File: config.mk
export PLATFORM = sky130hd
export DESIGN_NAME = map_ss_seq
export DESIGN_NICKNAME = d
export VERILOG_FILES = /design/src/rtl/map_ss_pkg.sv /design/src/rtl/ss_m2_gen.sv /design/src/rtl/map_ss_seq.sv
export SDC_FILE = /design/constraint.sdc
export NUM_CORES = 1
export LEC_CHECK = 0
export BUFFER_PORTS_ARGS = -buffer_cell sky130_fd_sc_hd__buf_4
export CORE_MARGIN = 4
export CORE_UTILIZATION = 45
export DETAILED_ROUTE_END_ITERATION = 6
export PLACE_DENSITY = 0.75
export SLEW_MARGIN = 30
export SYNTH_ARGS = -nofsm -noshare
export SYNTH_HDL_FRONTEND = slang
export SYNTH_HIERARCHICAL = 1
export SYNTH_SLANG_ARGS = --single-unit
export TNS_END_PERCENT = 100
File: constraint.sdc
create_clock -name clk -period 2.15 [get_ports clk]
set_clock_uncertainty 0.15 [all_clocks]
set_input_delay 0.43 -clock clk [delete_from_list [all_inputs] [get_ports clk]]
set_output_delay 0.43 -clock clk [all_outputs]
set_load 0.03 [all_outputs]
File: src/rtl/map_ss_pkg.sv
// Shared types and defaults for the mapper save-state sequencer.
package map_ss_pkg;

  localparam int SS_AW       = 8;
  localparam int SS_LEN_DEF  = 128;
  localparam int M2_HALF_DEF = 4;
  localparam int SETTLE_DEF  = 2;

  typedef enum logic [3:0] {
    ST_IDLE,
    ST_SETUP,
    ST_CAPTURE,
    ST_PUSH,
    ST_FETCH,
    ST_STRB_HI,
    ST_STRB_LO,
    ST_NEXT,
    ST_DONE
  } state_t;

  typedef enum logic {
    MODE_SAVE = 1'b0,
    MODE_LOAD = 1'b1
  } mode_t;

endpackage

File: src/rtl/ss_m2_gen.sv
// m2-style strobe: start raises ss_m2 for HALF cycles, then HALF cycles low.
// phase_end marks the last cycle of each half while hold is asserted.
module ss_m2_gen
  import map_ss_pkg::*;
#(
  parameter int HALF = M2_HALF_DEF
) (
  input  logic clk,
  input  logic rst,
  input  logic start,
  input  logic hold,
  output logic ss_m2,
  output logic phase_end
);

  localparam int CW = $clog2(HALF);

  logic [CW-1:0] cnt;

  assign phase_end = hold && (cnt == '0);

  always_ff @(posedge clk) begin
    if (rst) begin
      cnt   <= '0;
      ss_m2 <= 1'b0;
    end else if (start) begin
      cnt   <= CW'(HALF - 1);
      ss_m2 <= 1'b1;
    end else if (hold) begin
      if (cnt == '0) begin
        cnt   <= CW'(HALF - 1);
        ss_m2 <= 1'b0;
      end else begin
        cnt <= cnt - 1'b1;
      end
    end else begin
      // Outside a strobe the line is forced low so an abort never leaves it high.
      cnt   <= '0;
      ss_m2 <= 1'b0;
    end
  end

endmodule

File: src/rtl/map_ss_seq.sv
// Save-state sequencer: streams mapper registers out (save) or replays a stream in (load).
// Save: 1+SETTLE+2 cycles per byte unstalled; load: 2*M2_HALF+2 cycles per byte minimum.
// Backpressure via so_ready/si_valid; SS_CSUM_EN appends/checks a trailing XOR byte.
module map_ss_seq
  import map_ss_pkg::*;
#(
  parameter int SS_LEN  = SS_LEN_DEF,
  parameter int M2_HALF = M2_HALF_DEF,
  parameter int SETTLE  = SETTLE_DEF
) (
  input  logic             clk,
  input  logic             rst,
  input  logic             cmd_save,
  input  logic             cmd_load,
  output logic             busy,
  output logic             done,
  output logic             err,
  output logic [7:0]       so_dat,
  output logic             so_valid,
  input  logic             so_ready,
  input  logic [7:0]       si_dat,
  input  logic             si_valid,
  output logic             si_ready,
  output logic             ss_act,
  output logic [SS_AW-1:0] ss_addr,
  output logic             ss_we,
  output logic [7:0]       ss_wdat,
  output logic             ss_m2,
  input  logic [7:0]       ss_rdat
);

  localparam int SCW = (SETTLE > 1) ? $clog2(SETTLE) : 1;
  localparam logic [SS_AW-1:0] LAST_IDX = SS_AW'(SS_LEN - 1);
`ifdef SS_CSUM_EN
  localparam bit CSUM_EN = 1'b1;
`else
  localparam bit CSUM_EN = 1'b0;
`endif

  state_t         state, state_nxt;
  mode_t          mode;
  logic [SCW-1:0] settle_cnt;
  logic           accept, last_idx, csum_ph;
  logic           strb_start, strb_hold, phase_end;
  logic [7:0]     csum;

  assign accept     = (state == ST_IDLE) && (cmd_save || cmd_load);
  assign last_idx   = (ss_addr == LAST_IDX);
  assign strb_start = (state == ST_FETCH) && si_valid && !csum_ph;
  assign strb_hold  = (state == ST_STRB_HI) || (state == ST_STRB_LO);

  ss_m2_gen #(.HALF(M2_HALF)) u_m2 (
    .clk       (clk),
    .rst       (rst),
    .start     (strb_start),
    .hold      (strb_hold),
    .ss_m2     (ss_m2),
    .phase_end (phase_end)
  );

  always_ff @(posedge clk) begin
    if (rst) state <= ST_IDLE;
    else     state <= state_nxt;
  end

  always_comb begin
    state_nxt = state;
    case (state)
      ST_IDLE: begin
        if (cmd_save)      state_nxt = ST_SETUP;
        else if (cmd_load) state_nxt = ST_FETCH;
      end
      ST_SETUP:   if (settle_cnt == '0) state_nxt = ST_CAPTURE;
      ST_CAPTURE: state_nxt = ST_PUSH;
      ST_PUSH:    if (so_ready) state_nxt = ST_NEXT;
      ST_FETCH:   if (si_valid) state_nxt = csum_ph ? ST_NEXT : ST_STRB_HI;
      ST_STRB_HI: if (phase_end) state_nxt = ST_STRB_LO;
      ST_STRB_LO: if (phase_end) state_nxt = ST_NEXT;
      ST_NEXT: begin
        // The checksum byte reuses CAPTURE/FETCH at the last index.
        if (!last_idx)                state_nxt = (mode == MODE_SAVE) ? ST_SETUP : ST_FETCH;
        else if (CSUM_EN && !csum_ph) state_nxt = (mode == MODE_SAVE) ? ST_CAPTURE : ST_FETCH;
        else                          state_nxt = ST_DONE;
      end
      ST_DONE:    state_nxt = ST_IDLE;
      default:    state_nxt = ST_IDLE;
    endcase
  end

  always_comb begin
    busy     = (state != ST_IDLE) && (state != ST_DONE);
    ss_act   = busy;
    done     = (state == ST_DONE);
    so_valid = (state == ST_PUSH);
    si_ready = (state == ST_FETCH);
    ss_we    = strb_hold;
  end

  always_ff @(posedge clk) begin
    if (rst) begin
      mode       <= MODE_SAVE;
      ss_addr    <= '0;
      so_dat     <= '0;
      ss_wdat    <= '0;
      settle_cnt <= '0;
    end else begin
      if (accept) begin
        mode    <= cmd_save ? MODE_SAVE : MODE_LOAD;
        ss_addr <= '0;
      end
      if ((state == ST_NEXT) && !last_idx)
        ss_addr <= ss_addr + SS_AW'(1);
      if ((state_nxt == ST_SETUP) && (state != ST_SETUP))
        settle_cnt <= SCW'(SETTLE - 1);
      else if ((state == ST_SETUP) && (settle_cnt != '0))
        settle_cnt <= settle_cnt - 1'b1;
      if (state == ST_CAPTURE)
        so_dat <= csum_ph ? csum : ss_rdat;
      if (strb_start)
        ss_wdat <= si_dat;
    end
  end

`ifdef SS_CSUM_EN
  logic err_r;

  always_ff @(posedge clk) begin
    if (rst || accept) begin
      csum    <= '0;
      csum_ph <= 1'b0;
      err_r   <= 1'b0;
    end else begin
      if ((state == ST_NEXT) && last_idx && !csum_ph)
        csum_ph <= 1'b1;
      if ((state == ST_PUSH) && so_ready && !csum_ph)
        csum <= csum ^ so_dat;
      if ((state == ST_FETCH) && si_valid) begin
        if (!csum_ph)           csum  <= csum ^ si_dat;
        else if (si_dat != csum) err_r <= 1'b1;
      end
    end
  end

  assign err = err_r;
`else
  assign csum    = '0;
  assign csum_ph = 1'b0;
  assign err     = 1'b0;
`endif

endmodule

==> results of run 1 <==
[placed cells by master, fill, tap and decap left out, types with 2 or more instances in the layout]
cell type,instances
sky130_fd_sc_hd__ha_1,2
sky130_fd_sc_hd__mux2i_1,10
sky130_fd_sc_hd__nand3b_1,3
sky130_fd_sc_hd__a31oi_1,2
sky130_fd_sc_hd__buf_4,58
sky130_fd_sc_hd__dfxtp_1,32
sky130_fd_sc_hd__nor2_1,16
sky130_fd_sc_hd__o21ai_0,4
sky130_fd_sc_hd__and2_1,3
sky130_fd_sc_hd__nand3_1,6
sky130_fd_sc_hd__nor3_1,6
sky130_fd_sc_hd__nand2_1,26
sky130_fd_sc_hd__nand2b_1,6
sky130_fd_sc_hd__clkbuf_4,5
sky130_fd_sc_hd__inv_1,8
sky130_fd_sc_hd__nand4b_1,2
sky130_fd_sc_hd__a211oi_1,2
sky130_fd_sc_hd__o221ai_1,2
sky130_fd_sc_hd__a21oi_1,17
sky130_fd_sc_hd__a21oi_4,2
[final timing paths]
check / endpoint / slack (ns) / start
setup / recovery: done / 0.09 / state[1]
hold / removal: mode / 0.16 / cmd_save
setup reg to reg: settle_cnt / 0.21 / state[0]
hold reg to reg: so_dat[5] / 0.31 / so_dat[5]
[power breakdown]
group / internal, mW / switching [mW]
Clock: 0.276 / 0.217
Sequential: 0.688 / 0.0460
Combinational: 0.334 / 0.505
Total: 1.30 / 0.768
[cells in the mapped netlist, drive strengths merged, types with 2 or more instances]
library cell	instances
nor4	2
buf	8
nand3	6
o221ai	2
nand3b	3
and3	2
nand2	26
nand2b	6
a211oi	2
inv	8
nor2	17
a31oi	2
o31ai	2
nand4b	3
ha	2
and2	4
or3	2
mux2i	10
clkbuf	3
o21ai	4
dfxtp	33
nor3	7
a21oi	19
[cells by family (layout without fill, tap and decap cells)]
kind of cell	after synthesis	after routing	synth area share [%]
and+or+nand+nor	83	83	27.6
AOI/OAI and AO/OA	40	40	17.9
DFF	33	33	40.5
buffers and inverters	19	74	5.60
muxes	10	10	6.14
adders and majority gates	2	2	1.53
other	1	1	0.230
xor gates and xnor gates	1	1	0.537
[registers in the layout, summed over array words and instances (netlist names)]
| signal | cells |
|---|---|
| state | 4 |
| so_dat | 8 |
| ss_wdat | 8 |
| ss_addr | 8 |
| u_m2/ss_m2 | 1 |
| settle_cnt | 1 |
| mode | 1 |
| u_m2/cnt | 2 |
[cell type report]
class                           count  area [sq um]
Clock inverter                      2          37.5
Multi-Input combinational cell    137           902
Timing Repair Buffer               58           435
Tap cell                           46          57.6
Inverter                            8          30.0
Clock buffer                        6          51.3
Sequential cell                    33           662
Fill cell                         309          1240
[layer usage]
layer	global-route usage [%]	vias to the layer above	wire length [um]
met5	0	-	0
li1	-	775	-
met2	27.4	37	1740
met1	23.8	677	1720
met4	7.94	0	64
met3	6.73	6	253
[worst max-delay path: cells and delay by family (launching register included)]
kind | cells | cell delay [ns]
buffers and inverters | 2 | 0.34
flip-flops | 1 | 0.35
AND/OR/NAND/NOR | 2 | 0.47
==> parameters.txt, run 1 <==
Parameter                              Value

Status
  Status    finished, final reports clean

Floorplan
  Placement Rows    21
  Count of pins on the block boundary    54
  Die Wd    68.2 um
  Core ar.    0.00342 sq mm
  Total die area    0.00465 sq mm
  Die Y-Extent    around 68 um
  Initial Utilization    47.7%

STA
  RSZ-0062 raised after global routing    false
  Achievable clock frequency    485 MHz
  Slew Limit Headroom    66.9%
  Pin slew with the least headroom to its limit    0.494 ns
  Setup WS post-layout    between 0.08 and 0.09 ns
  TNS Setup    0 ns
  Shortest clock period the worst path allows after layout    ~2.1 ns
  Number of failing hold endpoints at the final stage    0
  Final Hold Slack    between 0.15 and 0.2 ns
  Final setup viols    0
  Number of pins exceeding their max-slew limit in the final report    0
  Fraction of the cycle the final worst path needs    96.0%

Logic synthesis
  Area of the mapped netlist    0.00163 sq mm
  Average cell area after synthesis    8.63 sq um
  Count of different cell masters after synthesis    46
  Yosys warning count    6
  Share of flip-flops with an asynchronous set or reset after synthesis    0%
  Number of flops mapped to enable cells by yosys    0
  Gate Count Post-Synth    about 190
  Library cell occupying the most area in the post-synthesis netlist    sky130_fd_sc_hd__dfxtp_1
  Sequential share of the synthesized area    40.5%
  Fraction of synthesized cell area taken by the top area cell type    40.5%
  Largest cells by area after synthesis    sky130_fd_sc_hd__dfxtp_1 (41%), sky130_fd_sc_hd__mux2i_1 (6.1%), sky130_fd_sc_hd__nand2_1 (6.0%), sky130_fd_sc_hd__a21oi_1 (5.5%), sky130_fd_sc_hd__nor2_1 (3.9%)
  Most common flop cell mapped by yosys    sky130_fd_sc_hd__dfxtp_1
  Net Count, Synth    roughly 210
  Synthesis-stage register bit count    33

Detailed routing
  DR pass1 iterations    5
  Initial DRC Count    99
  Detail-routed via count per cell    5.16
  Total routed wirelength    ~3800 um
  DRC Markers    0
  Number of nets still failing antenna checks after routing    0
  Routed wirelength normalized by instance count    around 13 um
  Total via count after detailed routing    approximately 1500

GRT
  Number of global-route vias before repair    1429
  Global router's overall resource usage    18.4%
  Wire length of the first global-routing pass    roughly 6400 um
  Pin count of the biggest net entering global routing    28
  Number of antenna violations at the first check in global routing    0
  Total gr overflow    0

Worst setup path
  Cells traversed along the worst timing path    buf_4 > or3_4 > nor2_2 > buf_4
  Critical path's slowest cell    sky130_fd_sc_hd__or3_4
  CP max stage delay    about 0.39 ns
  Data arrival, critical path    between 1 and 1.5 ns
  Data required time of the critical path    1.57 ns
  CP startpoint kind    flop
  Critical path class    flop to primary output
  Most used cell along the critical path    sky130_fd_sc_hd__buf_4
  R2r worst-path depth    7
  Kind of end point of the critical path    primary output
  Top fanout value on the critical path    11

Finish
  Post-Route Utilization    roughly 64%
  Share of post-route cells with drive strength above 1    33.6%
  Post-Layout Cell Count    290
  Fin area    0.00218 sq mm
  Number of diodes    0
  Count of nets after finishing    267
  Growth of design area from synthesis to finish    33.5%

Pwr
  Peak ir drop on the vdd network    around 480 uV
  PwrDens    950 mW/mm^2
  Total power of the final layout    2.07 mW
  Static leakage power    between 0.9 and 1 nW

Clocking
  Number of buffers created by CTS    5
  H-tree depth    2
  CTS clock-pin slew for the worst setup and hold paths    approximately 0.10 ns
  CTS root buffer    sky130_fd_sc_hd__clkbuf_4
  Post-cts repair resize count    0
  Clock latency reported for the late side of the worst-skew pair    0.34 ns
  Clock tree buffer depth    2
  Sink count of the clock tree    33
  TritonCTS clock tree    done
  Count of hold-fix buffers inserted at cts    0
  Post-CTS setup repair buffer count    0

Placement
  DP Area    0.00208 sq mm
  Final estimated routing congestion in global placement    approximately 0.83
  # placed instances    about 280
  Detailed placement HPWL    2810 um
  Port Buffer Count    52
  Dpl ws    0.168 ns

Worst hold path
  Path type of the worst min-delay path    primary input to flop
  WHS Path Cells    2

Flow run
  Number of max-capacitance violations reported    0
Power figures use the tool's default switching activity.
==> run 2: changes to the inputs <==
--- a/config.mk
+++ b/config.mk
@@ -7,9 +7,9 @@
 export LEC_CHECK = 0
 export BUFFER_PORTS_ARGS = -buffer_cell sky130_fd_sc_hd__buf_4
 export CORE_MARGIN = 4
-export CORE_UTILIZATION = 45
+export CORE_UTILIZATION = 53
 export DETAILED_ROUTE_END_ITERATION = 6
-export PLACE_DENSITY = 0.75
+export PLACE_DENSITY = 0.83
 export SLEW_MARGIN = 30
 export SYNTH_ARGS = -nofsm -noshare
 export SYNTH_HDL_FRONTEND = slang
==> constraint.sdc (replaced) <==
create_clock -name clk -period 2.4 [get_ports clk]
set_clock_uncertainty 0.15 [all_clocks]
set_input_delay 0.48 -clock clk [delete_from_list [all_inputs] [get_ports clk]]
set_output_delay 0.48 -clock clk [all_outputs]
set_load 0.03 [all_outputs]
==> parameters.txt, run 2 (same netlist as run 1, synthesis figures left out) <==
Parameter                              Value

Worst setup path
  CP max stage delay    approximately 0.56 ns
  Critical path's slowest cell    sky130_fd_sc_hd__dfxtp_1
  Kind of end point of the critical path    flop
  Data arrival, critical path    2.25 ns
  Worst r2r src    state[2]
  Cells traversed along the worst timing path    nand2_1 > a21oi_2 > and2_1 > nand2b_1 > o221ai_1 > o31ai_1 > o41ai_2
  Crit-path leading delay family    compound AO/OA/AOI/OAI gates
  Data required time of the critical path    2.47 ns
  Register-to-register setup slack    0.22 ns
  CP startpoint kind    flop
  Critical path buffer and inverter count    0
  Top fanout value on the critical path    12
  R2r worst-path depth    7
  Worst reg2reg path endpoint    settle_cnt
  Critical path class    flop to flop

Clocking
  Clock tree buffer depth    2
  CTS clock-pin slew for the worst setup and hold paths    0.10 ns
  TritonCTS clock tree    done
  Count of hold-fix buffers inserted at cts    0
  CTS root buffer    sky130_fd_sc_hd__clkbuf_4
  Post-CTS setup repair buffer count    0
  H-tree depth    2
  Post-cts repair resize count    0
  Sink count of the clock tree    33
  Clock latency reported for the late side of the worst-skew pair    0.34 ns
  Number of buffers created by CTS    5

STA
  Slew Limit Headroom    between 50% and 60%
  Number of pins exceeding their max-slew limit in the final report    0
  TNS Setup    0 ns
  Pin slew with the least headroom to its limit    0.628 ns
  RSZ-0062 raised after global routing    false
  Shortest clock period the worst path allows after layout    2.18 ns
  Achievable clock frequency    459 MHz
  Fraction of the cycle the final worst path needs    90.7%
  Number of failing hold endpoints at the final stage    0
  Final setup viols    0

GRT
  Number of global-route vias before repair    1550
  Wire length of the first global-routing pass    6830 um
  Number of antenna violations at the first check in global routing    0
  Pin count of the biggest net entering global routing    28
  Global router's overall resource usage    a little over a fifth
  Total gr overflow    0

Floorplan
  Die Y-Extent    between 60 and 70 um
  Count of pins on the block boundary    54
  Initial Utilization    between 50% and 60%
  Core ar.    0.00285 sq mm
  Total die area    0.00403 sq mm
  Die Wd    ~63 um
  Placement Rows    19

Detailed routing
  Total via count after detailed routing    1539
  Detail-routed via count per cell    5.66
  Number of nets still failing antenna checks after routing    0
  Routed wirelength normalized by instance count    between 10 and 15 um
  Total routed wirelength    ~4000 um
  DRC Markers    0
  Initial DRC Count    80
  DR pass1 iterations    4

Flow run
  Number of max-capacitance violations reported    0

Pwr
  Peak ir drop on the vdd network    652 uV
  Total power of the final layout    around 1.9 mW
  Static leakage power    0.975 nW
  PwrDens    890 mW/mm^2

Worst hold path
  WHS Path Cells    2
  Path type of the worst min-delay path    primary input to flop
  Hold path startpoint    cmd_save
  Hold Path End    mode

Finish
  Total of fill cells in the finished design    217
  Post-Layout Cell Count    272
  Count of nets after finishing    264
  Share of post-route cells with drive strength above 1    31.1%
  Number of diodes    0
  Growth of design area from synthesis to finish    30.5%
  Most common library cell in the layout ignoring fill and taps    sky130_fd_sc_hd__buf_4
  Registers with the most flip-flops    so_dat x8, ss_addr x8, ss_wdat x8
  Top library cells by usage in the layout, fill and taps aside    sky130_fd_sc_hd__buf_4 (55), sky130_fd_sc_hd__dfxtp_1 (33), sky130_fd_sc_hd__nand2_1 (26)

Placement
  # placed instances    264
  Detailed placement HPWL    3010 um
  Final estimated routing congestion in global placement    0.865
  Port Buffer Count    52

Status
  Status    finished, final reports clean
## run 2: power by group
| group | internal [mW] | leakage, nW | switching [mW] | total, mW |
|---|---|---|---|---|
| sequential | 0.615 | 0.268 | 0.0504 | 0.665 |
| clock | 0.322 | 0.0552 | 0.190 | 0.512 |
| combinational | 0.279 | 0.652 | 0.437 | 0.717 |
## run 2: worst register-to-register path, delay by kind of cell, from the launching register on
family / cells / cell delay [ns]
and+or+nand+nor: 3 / 0.51
AOI/OAI and AO/OA: 4 / 0.83
DFF: 1 / 0.56
## run 2: worst max-delay path by stage
stage / start / endpoint / slack, ns / cells past startpoint
after global routing: state[2] / settle_cnt / 0.06 / 7
after global placement: state[2] / settle_cnt / 0.40 / 7
after detailed placement: state[2] / settle_cnt / 0.27 / 7
final: state[2] / settle_cnt / 0.22 / 7
after CTS: state[1] / done / 0.24 / 4
after floorplan: state[2] / settle_cnt / 0.1 / 9
## run 2: layer usage
metal  global-route usage [%]  routed length, um  vias to the layer above
met1                     23.7               1690                      733
met3                     5.86                203                        8
met4                     9.97                 66                        0
met5                        0                  0                        -
li1                         -                  -                      765
met2                     37.0               2020                       33
## run 2: per-stage QoR
stage	hold slack (ns)	setup slack, ns	instance area (sq um)	util (%)
2_1_floorplan	0.357	0.0997	1630	-
3_3_place_gp	0.294	0.397	2020	71.0
3_5_place_dp	0.301	0.274	2020	71.0
4_1_cts	0.190	0.238	2130	74.6
5_1_grt	0.199	0.0620	2130	74.6
6_report	0.203	0.222	2130	74.6
## run 2: area by class of cell
type	instances	area (sq um)	area share [%]
multi-input cells	137	882	41.5
flip-flops and latches	33	661	31.1
repair buffers	55	413	19.4
clock inverters	3	65.1	3.06
well taps	31	38.8	1.82
clock buffers	5	37.5	1.76
inverters	8	30.0	1.41
==> run 3: changes to the inputs <==
--- a/config.mk
+++ b/config.mk
@@ -9,6 +9,7 @@
 export CORE_MARGIN = 4
 export CORE_UTILIZATION = 53
 export DETAILED_ROUTE_END_ITERATION = 6
+export MAX_ROUTING_LAYER = met4
 export PLACE_DENSITY = 0.83
 export SLEW_MARGIN = 30
 export SYNTH_ARGS = -nofsm -noshare
==> parameters.txt, run 3 (same netlist as run 1, synthesis figures left out) <==
Parameter                              Value

Pwr
  Sequential Power Share    between 30 and 40%
  PwrDens    861 mW/mm^2
  Static leakage power    0.965 nW
  Peak ir drop on the vdd network    599 uV
  Power share of the combinational group    roughly 40%
  Part of the total power dissipated in the clock network    23.7%
  Switching component of the power    673 uW
  Proportion of total power due to net switching    a little under two fifths
  Cell-internal power    roughly 1.1 mW

Status
  Status    finished, final reports clean

Clocking
  CTS clock-pin slew for the worst setup and hold paths    ~0.10 ns
  H-tree depth    2
  Post-cts repair resize count    0
  Clock latency reported for the late side of the worst-skew pair    0.34 ns
  CTS root buffer    sky130_fd_sc_hd__clkbuf_4
  Number of buffers created by CTS    5
  Count of hold-fix buffers inserted at cts    0
  Post-CTS setup repair buffer count    0
  Clock tree buffer depth    2
  TritonCTS clock tree    done
  Sink count of the clock tree    33

Floorplan
  Initial Utilization    57.1%
  Placement Rows    19
  Die Wd    63.5 um
  Core ar.    0.00285 sq mm
  Die Y-Extent    63.5 um
  Count of pins on the block boundary    54
  Total die area    0.00403 sq mm

Worst setup path
  Top fanout value on the critical path    12
  Critical path class    flop to flop
  Kind of end point of the critical path    flop
  Data arrival, critical path    2.25 ns
  Data required time of the critical path    2.45 ns
  CP startpoint kind    flop

Finish
  Growth of design area from synthesis to finish    29.4%
  Count of nets after finishing    about 260
  Share of post-route cells with drive strength above 1    30.7%
  Most common library cell in the layout ignoring fill and taps    sky130_fd_sc_hd__buf_4
  Top library cells by usage in the layout, fill and taps aside    sky130_fd_sc_hd__buf_4 (55), sky130_fd_sc_hd__dfxtp_1 (33), sky130_fd_sc_hd__nand2_1 (26)
  Registers with the most flip-flops    so_dat x8, ss_addr x8, ss_wdat x8
  Number of diodes    0

STA
  Achievable clock frequency    456 MHz
  Pin slew with the least headroom to its limit    0.650 ns
  Slew Limit Headroom    56.5%
  Final setup viols    0
  Number of pins exceeding their max-slew limit in the final report    0
  Shortest clock period the worst path allows after layout    2.19 ns
  Number of failing hold endpoints at the final stage    0
  RSZ-0062 raised after global routing    false
  Fraction of the cycle the final worst path needs    91.5%
  TNS Setup    0 ns
  Final Hold Slack    approximately 0.20 ns

Detailed routing
  Total via count after detailed routing    1564
  DR pass1 iterations    5
  Routed wirelength normalized by instance count    between 10 and 15 um
  Number of nets still failing antenna checks after routing    0
  DRC Markers    0
  Detail-routed via count per cell    5.75
  Total routed wirelength    4050 um
  Initial DRC Count    around 130

GRT
  Number of global-route vias before repair    1479
  Global router's overall resource usage    21.4%
  Pin count of the biggest net entering global routing    28
  Number of antenna violations at the first check in global routing    0
  Total gr overflow    0
  Wire length of the first global-routing pass    ~6700 um

Worst hold path
  Path type of the worst min-delay path    primary input to flop

Placement
  Final estimated routing congestion in global placement    0.876
  Port Buffer Count    52
  Detailed placement HPWL    3070 um

Flow run
  Number of max-capacitance violations reported    0
## run 3: critical path, stage by stage, from the launching register on
cell                       delay, ns
sky130_fd_sc_hd__dfxtp_1        0.56
sky130_fd_sc_hd__nand2_1        0.14
sky130_fd_sc_hd__a21oi_2        0.22
sky130_fd_sc_hd__and2_1         0.22
sky130_fd_sc_hd__nand2b_1       0.12
sky130_fd_sc_hd__o221ai_1       0.14
sky130_fd_sc_hd__o31ai_1        0.39
sky130_fd_sc_hd__o41ai_2        0.13
## run 3: per-stage QoR
step                      setup WS, ns  utilization, %  power (mW)  instances  cell area, sq um
final                            0.205            73.9        1.82        272              2110
after global routing            0.0650            73.9        1.93        272              2110
after CTS                        0.226            73.9        1.83        272              2110
after detailed placement         0.246            71.0        1.39        264              2020
after global placement           0.377            71.0        1.36        264              2020
after floorplan                 0.0997               -        1.19        189              1630
## run 3: final cells by class
class / count / area (sq um)
inverters: 8 / 30.0
well taps: 31 / 38.8
clock buffers: 7 / 55.1
flip-flops and latches: 33 / 661
multi-input cells: 137 / 882
repair buffers: 55 / 413
fillers: 224 / 743
clock inverters: 1 / 30.0
## run 3: power by group through the flow
stage               clock, mW  combinational (mW)  sequential, mW
floorplan                   0               0.446           0.741
global placement            0               0.695           0.670
detailed placement          0               0.718           0.676
CTS                     0.441               0.721           0.664
global route            0.470               0.779           0.676
finish                  0.431               0.720           0.664
## run 3: worst paths after layout
kind	endpoint	slack (ns)	depth (start not counted)	startpoint
worst max-delay path	settle_cnt	0.21	7	state[2]
worst max register to register	settle_cnt	0.21	7	state[2]
worst min-delay path	mode	0.20	2	cmd_save
worst min register to register	so_dat[7]	0.32	2	so_dat[7]
## run 3: routing by layer
layer  track usage (%)  vias to the layer above  wire length, um
met4              7.55                        0               61
met1              23.9                      736             1600
met3              7.10                        8              281
li1                  -                      769                -
met2              35.7                       51             2110
met5                 -                        -                0
